==> src/rtl/filter_window_ctrl.sv <==
// Sync edge detection, pixel/line counters and x/y window enables
// with frame-synchronous double-buffered window configuration.
module filter_window_ctrl #(
  parameter int    CNT_WIDTH = 12,
  parameter string HS_POL    = "POSITIVE",
  parameter string VS_POL    = "POSITIVE",
  parameter int    X_START   = 0,
  parameter int    X_END     = 640,
  parameter int    Y_START   = 0,
  parameter int    Y_END     = 720
) (
  input  logic                 i_pclk,
  input  logic                 i_arstn,
  input  logic                 i_hsync,
  input  logic                 i_vsync,
  input  logic                 i_cfg_wr,
  input  logic [1:0]           i_cfg_addr,
  input  logic [CNT_WIDTH-1:0] i_cfg_wdata,
  output logic                 o_hsync,
  output logic                 o_vsync,
  output logic                 o_line_start,
  output logic                 o_frame_start,
  output logic                 o_x_en,
  output logic                 o_y_en,
  output logic                 o_win_en
);

  typedef logic [CNT_WIDTH-1:0] cnt_t;

  localparam logic HS_ACT = (HS_POL == "NEGATIVE") ? 1'b0 : 1'b1;
  localparam logic VS_ACT = (VS_POL == "NEGATIVE") ? 1'b0 : 1'b1;
  localparam cnt_t MAX    = '1;
  localparam cnt_t XS_RST = cnt_t'(X_START);
  localparam cnt_t XE_RST = cnt_t'(X_END);
  localparam cnt_t YS_RST = cnt_t'(Y_START);
  localparam cnt_t YE_RST = cnt_t'(Y_END);

  typedef enum logic [1:0] {
    L_IDLE, L_PRE, L_ACTIVE, L_POST
  } line_t;

  typedef enum logic {
    F_UNSYNC, F_SYNC
  } frame_t;

  logic   hs_q, vs_q;
  logic   hs_edge, vs_edge;
  cnt_t   x_cnt, y_cnt, x_nx, y_nx;
  cnt_t   stg_xs, stg_xe, stg_ys, stg_ye;
  cnt_t   xs, xe, ys, ye;
  cnt_t   xs_nx, xe_nx;
  line_t  line_st, line_nx;
  frame_t frame_st, frame_nx;

  assign hs_edge = (i_hsync == HS_ACT) && (hs_q != HS_ACT);
  assign vs_edge = (i_vsync == VS_ACT) && (vs_q != VS_ACT);

  assign o_hsync = hs_q;
  assign o_vsync = vs_q;

  always_ff @(posedge i_pclk or negedge i_arstn) begin
    if (!i_arstn) begin
      hs_q          <= ~HS_ACT;
      vs_q          <= ~VS_ACT;
      o_line_start  <= 1'b0;
      o_frame_start <= 1'b0;
    end else begin
      hs_q          <= i_hsync;
      vs_q          <= i_vsync;
      o_line_start  <= hs_edge;
      o_frame_start <= vs_edge;
    end
  end

  // Staging written any time; copied at the frame boundary
  always_ff @(posedge i_pclk or negedge i_arstn) begin
    if (!i_arstn) begin
      stg_xs <= XS_RST;
      stg_xe <= XE_RST;
      stg_ys <= YS_RST;
      stg_ye <= YE_RST;
    end else if (i_cfg_wr) begin
      unique case (i_cfg_addr)
        2'd0: stg_xs <= i_cfg_wdata;
        2'd1: stg_xe <= i_cfg_wdata;
        2'd2: stg_ys <= i_cfg_wdata;
        2'd3: stg_ye <= i_cfg_wdata;
      endcase
    end
  end

  always_ff @(posedge i_pclk or negedge i_arstn) begin
    if (!i_arstn) begin
      xs <= XS_RST;
      xe <= XE_RST;
      ys <= YS_RST;
      ye <= YE_RST;
    end else if (vs_edge) begin
      xs <= stg_xs;
      xe <= stg_xe;
      ys <= stg_ys;
      ye <= stg_ye;
    end
  end

  // Window bounds in force next cycle
  assign xs_nx = vs_edge ? stg_xs : xs;
  assign xe_nx = vs_edge ? stg_xe : xe;

  always_comb begin
    x_nx = '0;
    y_nx = y_cnt;
    if (!hs_edge)
      x_nx = (x_cnt == MAX) ? x_cnt : x_cnt + cnt_t'(1);
    if (vs_edge)
      y_nx = '0;
    else if (hs_edge && y_cnt != MAX)
      y_nx = y_cnt + cnt_t'(1);
  end

  always_ff @(posedge i_pclk or negedge i_arstn) begin
    if (!i_arstn) begin
      x_cnt    <= '0;
      y_cnt    <= '0;
      line_st  <= L_IDLE;
      frame_st <= F_UNSYNC;
    end else begin
      x_cnt    <= x_nx;
      y_cnt    <= y_nx;
      line_st  <= line_nx;
      frame_st <= frame_nx;
    end
  end

  always_comb begin
    line_nx = line_st;
    o_x_en  = 1'b0;
    unique case (line_st)
      L_IDLE: ;
      L_PRE:
        if (x_nx == xs_nx)
          line_nx = (xs_nx < xe_nx) ? L_ACTIVE : L_POST;
      L_ACTIVE: begin
        o_x_en = 1'b1;
        if (x_nx == xe_nx)
          line_nx = L_POST;
      end
      L_POST: ;
    endcase
    if (hs_edge) begin
      if (xs_nx != '0)
        line_nx = L_PRE;
      else
        line_nx = (xe_nx != '0) ? L_ACTIVE : L_POST;
    end
  end

  always_comb begin
    frame_nx = frame_st;
    o_y_en   = 1'b0;
    if (vs_edge)
      frame_nx = F_SYNC;
    if (frame_st == F_SYNC)
      o_y_en = (y_cnt >= ys) && (y_cnt < ye);
  end

  assign o_win_en = o_x_en & o_y_en;

endmodule

==> config.mk <==
export PLATFORM = sky130hd
export DESIGN_NAME = filter_window_ctrl
export DESIGN_NICKNAME = d
export VERILOG_FILES = /design/src/rtl/filter_window_ctrl.sv
export SDC_FILE = /design/constraint.sdc
export NUM_CORES = 1
export LEC_CHECK = 0
export ABC_CLOCK_PERIOD_IN_PS = 3350
export BUFFER_PORTS_ARGS = -buffer_cell sky130_fd_sc_hd__buf_2
export CAP_MARGIN = 0
export CORE_ASPECT_RATIO = 1.2
export CORE_MARGIN = 2
export CORE_UTILIZATION = 50
export DETAILED_ROUTE_END_ITERATION = 12
export PLACE_DENSITY = 0.69
export SYNTH_ARGS = -nofsm -noshare
export SYNTH_HDL_FRONTEND = slang
export SYNTH_SLANG_ARGS = --single-unit
==> constraint.sdc <==
create_clock -name i_pclk -period 3.35 [get_ports i_pclk]
set_input_delay 0.5025 -clock i_pclk [delete_from_list [all_inputs] [get_ports i_pclk]]
set_output_delay 0.5025 -clock i_pclk [all_outputs]
set_load 0.1 [all_outputs]
==> results by group, run 1 <==
Status
  • Outcome: finished clean

Logic synthesis
  • Yosys cell types: 60
  • Synth top area share: 0.451
  • Most instantiated cells after synthesis: 115 x dfrtp_1, 69 x nand2_1, 49 x mux2_2
  • Fraction of registers with async set or reset after synthesis: 1.00
  • Cell area after synthesis: 6380 µm²
  • Gate count after technology mapping: 584
  • EDFF count, synth: 0
  • Yosys synthesis warning count: 0
  • Most common cell in the netlist: dfrtp_1
  • Syn_area_per_cell: 10.9 µm²
  • Largest cells by area after synthesis: dfrtp_1 45%, mux2_2 8.6%, ha_1 7.1%
  • Main synth FF type: dfrtp_1
  • Post-Syn Nets: between 600 and 700
  • Cell taking the most area after synthesis: dfrtp_1
  • Yosys reg bits: about 130
  • Sequential area share after synthesis: 0.500

Pwr
  • Static Leak: between 3 and 4 nW
  • PwrDens: between 600 and 700 nW/µm²
  • Final total power: 4.99 mW
  • Worst VDD drop: just over 0.3 mV

CTS
  • TritonCTS Buffers: 17
  • Root buffer cell: clkbuf_16
  • CTS Buffer Depth: 2
  • Later-pin clock latency in the skew report: a little over 0.4 ns
  • CTS sink cnt: around 130
  • Clock transition at the registers of the reported paths: around 0.060 ns
  • CTS tree: built
  • H-tree levels: 4
  • Hold-fix buffers, CTS: 0

Floorplan
  • Site Rows: 45
  • Core footprint: roughly 13000 µm²
  • Die area: 13700 µm²
  • Die H: 128 µm
  • Starting Density: 0.508
  • Die Wd: 107 µm
  • # IOs: 26

STA
  • Slew Limit Fails: 0
  • Crit path time final: 3.22 ns
  • Final setup fails: 0
  • Final Skew: 0.00629 ns
  • Slew margin rel.: 0.453
  • Final Hold Violating Endpoints: 0
  • Maximum clock rate: slightly above 300 MHz
  • Crit share post-route: 0.961
  • Final WS setup: 0.130 ns
  • Post-route setup TNS: 0 ns
  • Worst-margin pin slew: 0.818 ns

Placed design
  • IO buf count: 25
  • GPL Wtd Cong: around 1
  • HPWL reported at the end of detailed placement: approximately 10000 µm
  • DP Area: just under 7000 µm²
  • Pre-CTS setup slack: around 0.065 ns

GRT
  • Largest net degree at the start of global routing: slightly below 70
  • Global-route wire length before repair: 24500 µm
  • Vias in the first global route: about 4800
  • Gr usage total: 0.234
  • Initial antenna violation count: 0
  • Total gr overflow: 0

Detailed routing
  • Remaining antenna violation count after routing: 0
  • DRC Markers: 0
  • Routed len/inst: around 18 µm
  • Via count: around 4600
  • Vias per cell: ~5.7
  • First-iteration detailed-routing DRC count: 251
  • Iteration count of the initial detailed-routing pass: 4
  • Routed WL: between 10000 and 15000 µm

Critical path
  • Reg2Reg Setup Slack: approximately 0.17 ns
  • Worst EP required: about 2.9 ns
  • Setup crit end kind: primary output
  • Startpoint types: flop
  • Worst endpoint data arrival time: 2.72 ns
  • CP Max Fanout: 3
  • Crit Path Category: reg -> out

Finish
  • Share of cells above drive strength 1: 0.258
  • Diodes inserted: 0
  • Fillcell total: roughly 1000
  • Area Growth Syn to Fin: 18.3%
  • Final Cell Area: 7550 µm²
  • Final layout net count: 692
  • Final Util: 0.601

Run
  • Max-Cap Viols: 0

Hold path
  • Worst hold path type: in -> async
sequential cells by signal (all words and copies together) (netlist names):
register and flops:
frame_st 1, line_st 2, o_frame_start 1, o_hsync 1, o_line_start 1, o_vsync 1, stg_xe 12, stg_xs 12
stg_ye 12, stg_ys 12, x_cnt 12, xe 12, xs 12, y_cnt 12, ye 12, ys 12
per-stage QoR:
stage,hold slack (ns),cells
after floorplan,0.207,584
after global placement,0.443,773
after detailed placement,0.450,773
after CTS,0.184,805
after global routing,0.196,814
final,0.175,814
routing by layer:
metal,GRT usage,vias to the layer above,routed length (µm)
li1,-,2146,-
met1,0.277,2329,6170
met2,0.402,99,7700
met3,0.0473,36,498
met4,0.116,0,520
met5,0,-,0
worst paths after layout:
| check | startpoint | end | depth (start not counted) |
|---|---|---|---|
| max | y_cnt[1] | o_win_en | 9 |
| min | i_arstn | ys[8] | 1 |
| max reg2reg | o_vsync | line_st[0] | 13 |
| min reg2reg | frame_st | frame_st | 1 |
| max in group asynchronous | i_arstn | xe[9] | 2 |
| min in group i_pclk | i_hsync | o_hsync | 1 |
placed cells by master, fill, tap and decap left out, types with 8 or more instances in the layout:
| cell type | count |
|---|---|
| dfrtp_1 | 114 |
| nand2_1 | 69 |
| mux2_2 | 49 |
| inv_1 | 44 |
| ha_1 | 36 |
| o21ai_0 | 32 |
| nor2_1 | 27 |
| buf_4 | 27 |
| buf_2 | 22 |
| xnor2_1 | 20 |
| clkbuf_16 | 17 |
| mux2i_1 | 16 |
| xor2_1 | 12 |
| dfstp_2 | 12 |
| a21o_1 | 11 |
| nand3_1 | 9 |
| and3_1 | 8 |
| nand4_1 | 8 |
| a21oi_1 | 8 |
power breakdown:
| part | total (mW) | leakage [nW] | internal (mW) | switching, mW |
|---|---|---|---|---|
| registers | 2.01 | 1.55 | 1.82 | 0.184 |
| logic | 1.05 | 1.74 | 0.486 | 0.567 |
| clock network | 1.93 | 0.292 | 1.24 | 0.686 |
worst max-delay path, stage by stage, from the launching register on:
cell	delay [ns]
dfrtp_1	0.41
ha_1	0.30
a21o_1	0.16
a21o_1	0.18
a21o_1	0.19
a211oi_1	0.26
o311a_1	0.22
o21ai_1	0.12
nor3b_2	0.23
buf_6	0.25
timing repair:
action	in CTS	in global routing
resized for setup	3	5
pin swaps	0	2
endpoints found under the setup margin	2	3
setup buffers	0	9
kinds of logic after synthesis:
kind of cell,count (synthesis),synth area share
flops,127,0.500
xor+xnor,32,0.0439
simple gates,170,0.135
compound gates,87,0.0935
mux,68,0.118
fa+ha+maj,36,0.0706
buf+inv,64,0.0392
area by class of cell:
class	count	area, µm²	share of cell area
Tap cell	164	205	0.0272
Clock buffer	18	429	0.0568
Timing Repair Buffer	53	375	0.0497
Inverter	45	171	0.0227
Sequential cell	127	3200	0.423
Clock inverter	14	191	0.0254
Multi-Input combinational cell	393	2980	0.395
Power figures use the tool's default switching activity.
==> inputs of run 2 (changes only) <==
Settings changed: REMOVE_ABC_BUFFERS from default to 1.
==> run 2 against run 1 <==
Final area fell by 1.2%. Non-clock buffer count shrank 5. Flip-flop and latch count unchanged. Critical endpoint unchanged.
==> results by group, run 2 (synthesis results as in run 1) <==
Status
  • Outcome: finished clean

Placed design
  • Pre-CTS setup slack: -0.0161 ns (-0.0808 ns)
  • HPWL reported at the end of detailed placement: 10600 µm (+1.8%)
  • IO buf count: 25 (unchanged)
  • GPL Wtd Cong: 0.940 (-4.2%)
  • DP Area: 6820 µm² (about the same)

CTS
  • Later-pin clock latency in the skew report: 0.42 ns (about the same)
  • CTS Buffer Depth: 2 (unchanged)
  • CTS tree: built
  • H-tree levels: 4 (unchanged)
  • Hold-fix buffers, CTS: 0 (unchanged)
  • Clock transition at the registers of the reported paths: 0.05 ns (about the same)
  • TritonCTS Buffers: 17 (unchanged)
  • Root buffer cell: clkbuf_16
  • CTS sink cnt: 127 (unchanged)

Detailed routing
  • Routed len/inst: 17.8 µm (-2.5%)
  • DRC Markers: 0 (unchanged)
  • Vias per cell: 5.60 (-1.1%)
  • Iteration count of the initial detailed-routing pass: 5 (+1)
  • Remaining antenna violation count after routing: 0 (unchanged)
  • Routed WL: 14400 µm (-3.2%)
  • Via count: 4527 (-1.8%)
  • First-iteration detailed-routing DRC count: 284 (+13%)

Pwr
  • Final total power: 4.90 mW (-1.8%)
  • PwrDens: 657 nW/µm² (-0.64%)
  • Worst VDD drop: 0.344 mV (+12%)
  • Static Leak: 3.55 nW (-0.83%)

STA
  • Post-route setup TNS: 0 ns (unchanged)
  • Crit path time final: 3.21 ns (-0.00739 ns)
  • Crit share post-route: 0.959 (-0.00220)
  • Maximum clock rate: 311 MHz (+0.23%)
  • Final Skew: 0.00881 ns (+0.00252 ns)
  • Slew margin rel.: 0.275 (-0.178)
  • Final WS setup: 0.137 ns (+0.00739 ns)
  • Slew Limit Fails: 0 (unchanged)
  • Final Hold Violating Endpoints: 0 (unchanged)
  • RSZ-0062 raised after global routing: no
  • Final setup fails: 0 (unchanged)
  • Worst-margin pin slew: 1.08 ns (+0.265 ns)

GRT
  • Global-route wire length before repair: 23700 µm (-3.3%)
  • Gr usage total: 0.227 (-0.00670)
  • Total gr overflow: 0 (unchanged)
  • Largest net degree at the start of global routing: 65 (-5.8%)
  • Initial antenna violation count: 0 (unchanged)
  • Vias in the first global route: 4721 (-2.2%)

Finish
  • Most common cell after layout, fill and taps aside: dfrtp_1
  • Fillcell total: 1032 (+2.3%)
  • Share of cells above drive strength 1: 0.241 (-0.0178)
  • Area occupied by multi-input gates: 2960 µm² (-0.80%)
  • Most frequent cells in the layout: 115 x dfrtp_1, 69 x nand2_1, 49 x mux2_2
  • Area Growth Syn to Fin: 16.9%
  • Final layout net count: 687 (-0.72%)
  • Diodes inserted: 0 (unchanged)
  • Final Cell Area: 7460 µm² (-1.2%)
  • Sequential cell area: 3190 µm² (-0.12%)

Critical path
  • Crit-path slowest cell: dfrtp_1
  • CP Max Fanout: 5 (+2)
  • Worst EP required: 2.85 ns (about the same)
  • Worst endpoint data arrival time: 2.71 ns (about the same)
  • Critical path cell sequence: ha_1, a21o_1, a21o_1, a21o_1, a211oi_2, o311a_1, o21ai_1, nor3b_2, clkbuf_8
  • CP dominant cell by count: a21o_1
  • Startpoint types: flop
  • CP max stage delay: 0.43 ns (+0.02 ns)
  • Setup crit end kind: primary output
  • Crit Path Category: reg -> out

Floorplan
  • # IOs: 26 (unchanged)
  • Die H: 128 µm (unchanged)
  • Core footprint: 12600 µm² (unchanged)
  • Die area: 13700 µm² (unchanged)
  • Site Rows: 45 (unchanged)
  • Starting Density: 0.508 (unchanged)
  • Die Wd: 107 µm (unchanged)

Hold path
  • Worst hold path type: in -> async

Run
  • Max-Cap Viols: 0 (unchanged)
[run 2: cell count changes in the layout (fill, tap and decap cells not counted), sizes merged]
cell / previous run / this run
clkbuf: 18 / 25
buf: 53 / 47
clkinvlp: 4 / 1
clkinv: 5 / 3
bufinv: 4 / 3
inv: 46 / 45
[run 2: routing by layer]
layer  routed length [µm]  global-route usage
met4                  415               0.102
met5                    0                   0
met3                  481              0.0539
met1                 5950               0.264
met2                 7570               0.396
[run 2: worst max-delay path, delay by kind of cell (launching register included)]
| kind | cells | cell delay (ns) |
|---|---|---|
| flops | 1 | 0.43 |
| simple gates | 1 | 0.20 |
| compound gates | 6 | 1.07 |
| buf+inv | 1 | 0.26 |
| fa+ha+maj | 1 | 0.32 |
[run 2: repair_timing]
| action | CTS | global route |
|---|---|---|
| cloned | 0 | 0 |
| pin swaps | 0 | 1 |
| resized for setup | 2 | 6 |
| buffers inserted | 0 | 2 |
| endpoints found under the setup margin | 2 | 3 |
[run 2: cell type report]
class,instances,share of cell area
clock buffers,24,0.0646
clock inverters,7,0.0151
inverters,45,0.0226
multi-input cells,393,0.397
flip-flops and latches,127,0.428
well taps,164,0.0275
repair buffers,48,0.0456
[run 2: final timing paths]
path	slack (ns)	endpoint	cells past startpoint	start
worst max-delay path	0.14	o_win_en	9	y_cnt[1]
worst min-delay path	0.18	y_cnt[3]	1	i_arstn
worst max register to register	0.16	line_st[0]	13	o_vsync
worst min register to register	0.46	ye[0]	2	stg_ye[0]
max in group asynchronous	2.36	xe[7]	2	i_arstn
min in group i_pclk	0.20	o_hsync	1	i_hsync
[run 2: through the flow]
step / std cells / util / hold WS [ns]
floorplan: 565 / - / 0.207
global placement: 775 / 0.543 / 0.448
detailed placement: 775 / 0.543 / 0.452
CTS: 806 / 0.591 / 0.185
global route: 808 / 0.594 / 0.185
finish: 808 / 0.594 / 0.177
[run 2: power breakdown]
| part | total, mW | internal [mW] | switching, mW | leakage, nW |
|---|---|---|---|---|
| logic | 1.05 | 0.479 | 0.567 | 1.71 |
| registers | 2.00 | 1.83 | 0.178 | 1.55 |
| clock network | 1.85 | 1.22 | 0.631 | 0.290 |
| total | 4.90 | 3.52 | 1.38 | 3.55 |
